### src/rtl/hls_dbg_pkg.sv
// Shared definitions for the HLS dataflow debug monitors.
// Holds the monitor state encoding, the index-width helper used to size
// first_idx, and the THRESH legality check used at elaboration.
package hls_dbg_pkg;

    typedef enum logic [1:0] {
        IDLE     = 2'd0,
        SUSPECT  = 2'd1,
        DEADLOCK = 2'd2
    } dbg_state_e;

    // Width of an index into an n-entry vector; never below 1 bit.
    function automatic int idx_width(input int n);
        return (n > 1) ? $clog2(n) : 1;
    endfunction

    // THRESH must be reachable by the counter and need at least two
    // blocked cycles so that SUSPECT is always visited.
    function automatic bit thresh_legal(input int thresh, input int cnt_w);
        return (thresh >= 2) &&
               (longint'(thresh) <= ((longint'(1) << cnt_w) - longint'(1)));
    endfunction

endpackage

### src/rtl/hls_dbg_prio_enc.sv
// Lowest-set-bit encoder.
// Ports:
//   vec  in  W   input vector
//   idx  out IW  index of the lowest set bit of vec, 0 when vec is 0
module hls_dbg_prio_enc #(
    parameter int W  = 5,
    parameter int IW = 3
) (
    input  logic [W-1:0]  vec,
    output logic [IW-1:0] idx
);

    // Scan from the top down so the last hit, the lowest bit, wins.
    always_comb begin
        idx = '0;
        for (int i = W - 1; i >= 0; i--) begin
            if (vec[i]) idx = IW'(i);
        end
    end

endmodule

### src/rtl/hls_deadlock_monitor_gen.sv
// Deadlock monitor for one HLS dataflow region.
// Watches N_AXIS stream block signals and N_INST sub-instance block
// signals, filters them through a persistence counter and latches a sticky
// deadlock flag plus a snapshot of the blocked channels.
// Ports:
//   clock, reset     clock and synchronous active-high reset
//   axis_block_sigs  per-channel stream block
//   inst_block_sigs  per-sub-instance block
//   inst_idle_sigs   per-sub-instance idle
//   chan_en          enable mask over {inst, axis}, axis in the LSBs
//   clear            pulse clearing the sticky state
//   block            registered, unfiltered OR of the masked blocks
//   deadlock         sticky deadlock flag
//   culprit          masked block vector captured at declaration
//   first_idx        lowest set index of culprit
//   stall_cycles     consecutive blocked-cycle count, saturating
//
// state    | meaning
// IDLE     | no blocked condition seen, counter at 0
// SUSPECT  | blocked for fewer than THRESH consecutive cycles
// DEADLOCK | THRESH consecutive blocked cycles seen; held until clear/reset
module hls_deadlock_monitor_gen
    import hls_dbg_pkg::*;
#(
    parameter int N_AXIS = 4,
    parameter int N_INST = 1,
    parameter int N_IDLE = 3,
    parameter int THRESH = 1024,
    parameter int CNT_W  = 16
) (
    input  logic                                          clock,
    input  logic                                          reset,
    input  logic [N_AXIS-1:0]                             axis_block_sigs,
    input  logic [N_INST-1:0]                             inst_block_sigs,
    input  logic [N_IDLE-1:0]                             inst_idle_sigs,
    input  logic [N_AXIS+N_INST-1:0]                      chan_en,
    input  logic                                          clear,
    output logic                                          block,
    output logic                                          deadlock,
    output logic [N_AXIS+N_INST-1:0]                      culprit,
    output logic [idx_width(N_AXIS+N_INST)-1:0]           first_idx,
    output logic [CNT_W-1:0]                              stall_cycles
);

    localparam int N_CH  = N_AXIS + N_INST;
    localparam int IDX_W = idx_width(N_CH);
    localparam logic [CNT_W-1:0] CNT_LAST = CNT_W'(THRESH - 1);
    localparam logic [CNT_W-1:0] CNT_ONE  = CNT_W'(1);

    if (!thresh_legal(THRESH, CNT_W)) begin : g_bad_thresh
        $fatal(1, "hls_deadlock_monitor_gen: THRESH outside 2 .. 2^CNT_W-1");
    end

    logic [N_CH-1:0]  sig;
    logic             all_idle;
    logic             cond;
    dbg_state_e       state, state_nxt;
    logic [CNT_W-1:0] cnt, cnt_nxt;
    logic [N_CH-1:0]  culprit_q, culprit_nxt;
    logic             block_q;

    assign sig      = {inst_block_sigs, axis_block_sigs} & chan_en;
    assign all_idle = &inst_idle_sigs;
    // A region whose sub-instances are all idle has finished, not stalled.
    assign cond     = (|sig) & ~all_idle;

    always_ff @(posedge clock) begin
        if (reset) begin
            state     <= IDLE;
            cnt       <= '0;
            culprit_q <= '0;
            block_q   <= 1'b0;
        end else begin
            state     <= state_nxt;
            cnt       <= cnt_nxt;
            culprit_q <= culprit_nxt;
            block_q   <= |sig;
        end
    end

    always_comb begin
        state_nxt   = state;
        cnt_nxt     = cnt;
        culprit_nxt = culprit_q;
        if (clear) begin
            state_nxt   = IDLE;
            cnt_nxt     = '0;
            culprit_nxt = '0;
        end else begin
            case (state)
                IDLE: begin
                    if (cond) begin
                        state_nxt = SUSPECT;
                        cnt_nxt   = CNT_ONE;
                    end
                end
                SUSPECT: begin
                    if (cond) begin
                        cnt_nxt = cnt + CNT_ONE;
                        if (cnt == CNT_LAST) begin
                            state_nxt   = DEADLOCK;
                            culprit_nxt = sig;
                        end
                    end else begin
                        state_nxt = IDLE;
                        cnt_nxt   = '0;
                    end
                end
                DEADLOCK: begin
                    if (cond && (cnt != '1)) cnt_nxt = cnt + CNT_ONE;
                end
                default: begin
                    state_nxt = IDLE;
                    cnt_nxt   = '0;
                end
            endcase
        end
    end

    hls_dbg_prio_enc #(
        .W  (N_CH),
        .IW (IDX_W)
    ) u_prio_enc (
        .vec (culprit_q),
        .idx (first_idx)
    );

    assign block        = block_q;
    assign deadlock     = (state == DEADLOCK);
    assign culprit      = culprit_q;
    assign stall_cycles = cnt;

endmodule

### config.mk
export PLATFORM = sky130hd
export DESIGN_NAME = hls_deadlock_monitor_gen
export DESIGN_NICKNAME = d
export VERILOG_FILES = /design/src/rtl/hls_dbg_pkg.sv /design/src/rtl/hls_dbg_prio_enc.sv /design/src/rtl/hls_deadlock_monitor_gen.sv
export SDC_FILE = /design/constraint.sdc
export NUM_CORES = 1
export LEC_CHECK = 0
export CAP_MARGIN = 30
export CORE_UTILIZATION = 40
export DETAILED_ROUTE_END_ITERATION = 10
export PLACE_DENSITY = 0.71
export SLEW_MARGIN = 40
export SYNTH_ARGS = -nofsm -noshare
export SYNTH_HDL_FRONTEND = slang
export SYNTH_SLANG_ARGS = --single-unit
### constraint.sdc
create_clock -name clock -period 4.58 [get_ports clock]
set_clock_uncertainty 0.05 [all_clocks]
set_input_delay 0.916 -clock clock [delete_from_list [all_inputs] [get_ports clock]]
set_output_delay 0.916 -clock clock [all_outputs]
set_load 0.02 [all_outputs]
==> results.yml <==
route:
  drt-pass1-iter-count: 5
  drt-total-wl_mm: 2.91
  drt_iter0_drc: 23
  route.vias.total: 1194
  final_antenna_net_count: 0
  viasPerCell: 5.24
  route.detailed.wl_per_inst_um: 12.7
  route.detailed.drc: 0
power_and_ir_drop:
  p_leak_nw: 0.548
  powerDensity_nw_per_um2: 204
  ir_worst_vdd_mv: 0.124
yosys:
  synth_fa_ha_area_share_pct: 0.994
  yosysWarningCount: 0
  netlist_instances: 149
  synth_top_family_by_area: "simple AND/OR/NAND/NOR gates"
  async_reset_ff_share_pct: 0
  muxShareOfSynthArea_pct: 0.795
  synth.distinct_cells: 38
  synth_edf_count: 0
  syn_area_per_cell_um2: 8.45
  yosys.area.top_type_share_pct: 38.2
  synth_simple_gate_area_share_pct: 27.7
  synthXorXnorAreaFrac_pct: 9.74
  synth_seq_cells: 24
  synth_flop_cell: "dfxtp_1"
  synth_top_area_cell: "dfxtp_1"
  ys_seq_area_share_pct: 38.2
  ys_top_cells_by_area: "dfxtp_1 (38%), xor2_1 (8.3%), nor2_1 (6.6%)"
  synth_area_um2: 1260
  syn_nets: 166
  synth_compound_area_share_pct: 16.4
cts:
  cts_tree: "built"
  cts_root_buf: "clkbuf_4"
  htreeDepth: 1
  clk_latency_ps: 300
  path_clk_slew_ps: 120
  clk_path_buf_depth: 2
  cts.repair.resized: 0
  cts_buffers: 3
  clock_sinks: 24
  hold_buffers: 0
  post_cts.repair.setup_buffers: 0
min_path:
  hold_class: "reg2reg"
  hold_end: "culprit[4]$_SDFFE_PP0P_"
  hp-start: "culprit[4]$_SDFFE_PP0P_"
  hold_depth: 2
timing:
  hold_viol_final: 0
  holdWs_ps: 467
  tightest_slew_ps: 678
  period_needed_ps: 2670
  max_slew_margin_pct: 54.8
  timing.final.crit_share_pct: 58.3
  maxSlewViolCount: 0
  rsz0062_at_grt: "false"
  fmax_mhz: 374
  setup_violations: 0
  setup_tns_ps: 0
worst_setup_path:
  end_kind: "flop"
  r2r_cells: 6
  cp.required_ps: 4780
  crit_path_top_delay_cell: "a222oi_1"
  slowest_delay_ps: 660
  r2r_slack_ps: 2140
  cp.arrival_ps: 2870
  critPathKind: "in2reg"
  cp-start-kind: "input port"
  cp_max_fo: 15
  path_cells: "clkdlybuf4s50_1, a222oi_1, a211o_1, xor2_1, nand2b_2, nor2b_1"
  r2r_end: "culprit[3]$_SDFFE_PP0P_"
  reg2reg_from: "stall_cycles[0]$_SDFFE_PP0P_"
floorplanning:
  die_h_um: 58.1
  die_w_um: 58.1
  ioPinCount: 42
  core_area_um2: 2880
  initial_core_util_pct: 43.8
  dieArea_um2: 3380
  rows: 19
finish:
  antenna_cells: 0
  area_delta_synth_final_pct: 34.4
  final-instance-count-excl-fill: 228
  nFillCells: 289
  layout_common_cells: "clkdlybuf4s50_1 (41), dfxtp_1 (24), nor2_1 (22), xor2_1 (12)"
  final_common_cell: "clkdlybuf4s50_1"
  fin_area_um2: 1690
  nNetsFinal: 205
  drive_gt1_share_pct: 3.76
placement:
  dp_hpwl_mm: 2.24
  place_area_um2: 1670
  io_buffers: 41
  gp_congestion: 0.835
  dpl.cell_count: 225
run_status:
  status: "finished clean"
grt:
  grt_max_degree: 17
  grt_pass1_wl_mm: 4.71
  grt_pass1_vias: 1094
  grt_overflow: 0
  grtUsageTotal_pct: 17.8
  antenna_found_initial: 0
flow_run:
  maxCapViolCount: 0
[stage by stage]
step	worst slack, ps	power [mW]	utilization [%]
final	1910	0.346	58.8
after CTS	1870	0.350	58.8
after floorplan	2320	0.239	-
after global placement	1360	0.258	57.8
after global routing	1770	0.364	58.8
after detailed placement	1540	0.260	58.0
[cell families after synthesis]
logic type                 Yosys count
DFF                                 24
xor gates and xnor gates            14
muxes                                1
buffers and inverters               12
and+or+nand+nor                     67
adders and majority gates            1
AOI/OAI and AO/OA                   30
[worst max-delay path: cells and delay by family]
kind | cells | cell delay [ps]
xor+xnor | 1 | 190
buf+inv | 1 | 430
simple gates | 2 | 370
compound gates | 2 | 960
[metal layers]
metal | global-route usage, % | vias up | part of all wire, %
met5 | 0 | - | 0
met4 | 7.14 | 0 | 1.0
met3 | 3.57 | 4 | 4.2
met2 | 29.2 | 26 | 48
met1 | 22.9 | 555 | 47
li1 | - | 609 | -
[registers in the layout, indices dropped and copies added, names as in the netlist]
name	count
block	1
culprit	5
stall_cycles	16
state	2
[power breakdown]
part | internal (mW) | switching, mW | total (mW)
logic | 0.0220 | 0.0198 | 0.0419
clock network | 0.0307 | 0.0597 | 0.0904
registers | 0.211 | 0.00247 | 0.213
total | 0.263 | 0.0820 | 0.346
[worst max path at each step]
| stage | start | to | cells after the start |
|---|---|---|---|
| floorplan | axis_block_sigs[0] | stall_cycles[1]$_SDFFE_PP0P_ | 6 |
| CTS | axis_block_sigs[0] | stall_cycles[13]$_SDFFE_PP0P_ | 6 |
| finish | axis_block_sigs[0] | stall_cycles[13]$_SDFFE_PP0P_ | 6 |
| detailed placement | axis_block_sigs[0] | stall_cycles[9]$_SDFFE_PP0P_ | 6 |
| global route | axis_block_sigs[0] | stall_cycles[1]$_SDFFE_PP0P_ | 6 |
| global placement | axis_block_sigs[0] | stall_cycles[9]$_SDFFE_PP0P_ | 6 |
[cell usage after synthesis, drive strengths merged (3+ instances only)]
cell type  instances
nor3               7
buf                6
o21ai              4
o211ai             7
a21oi              9
nand2b             6
and3               4
nand3              9
nand4              6
inv                5
xor2              12
o2111ai            4
dfxtp             24
nor2              22
nand2              3
[cell type report]
cell class / instances / area (um^2) / area share, %
timing repair buffer: 41 / 410 / 24.3
inverter: 5 / 18.8 / 1.11
multi-input combinational: 113 / 707 / 41.8
clock buffer: 3 / 22.5 / 1.33
sequential: 24 / 480 / 28.4
tap: 42 / 52.6 / 3.11
Power figures use the tool's default switching activity.
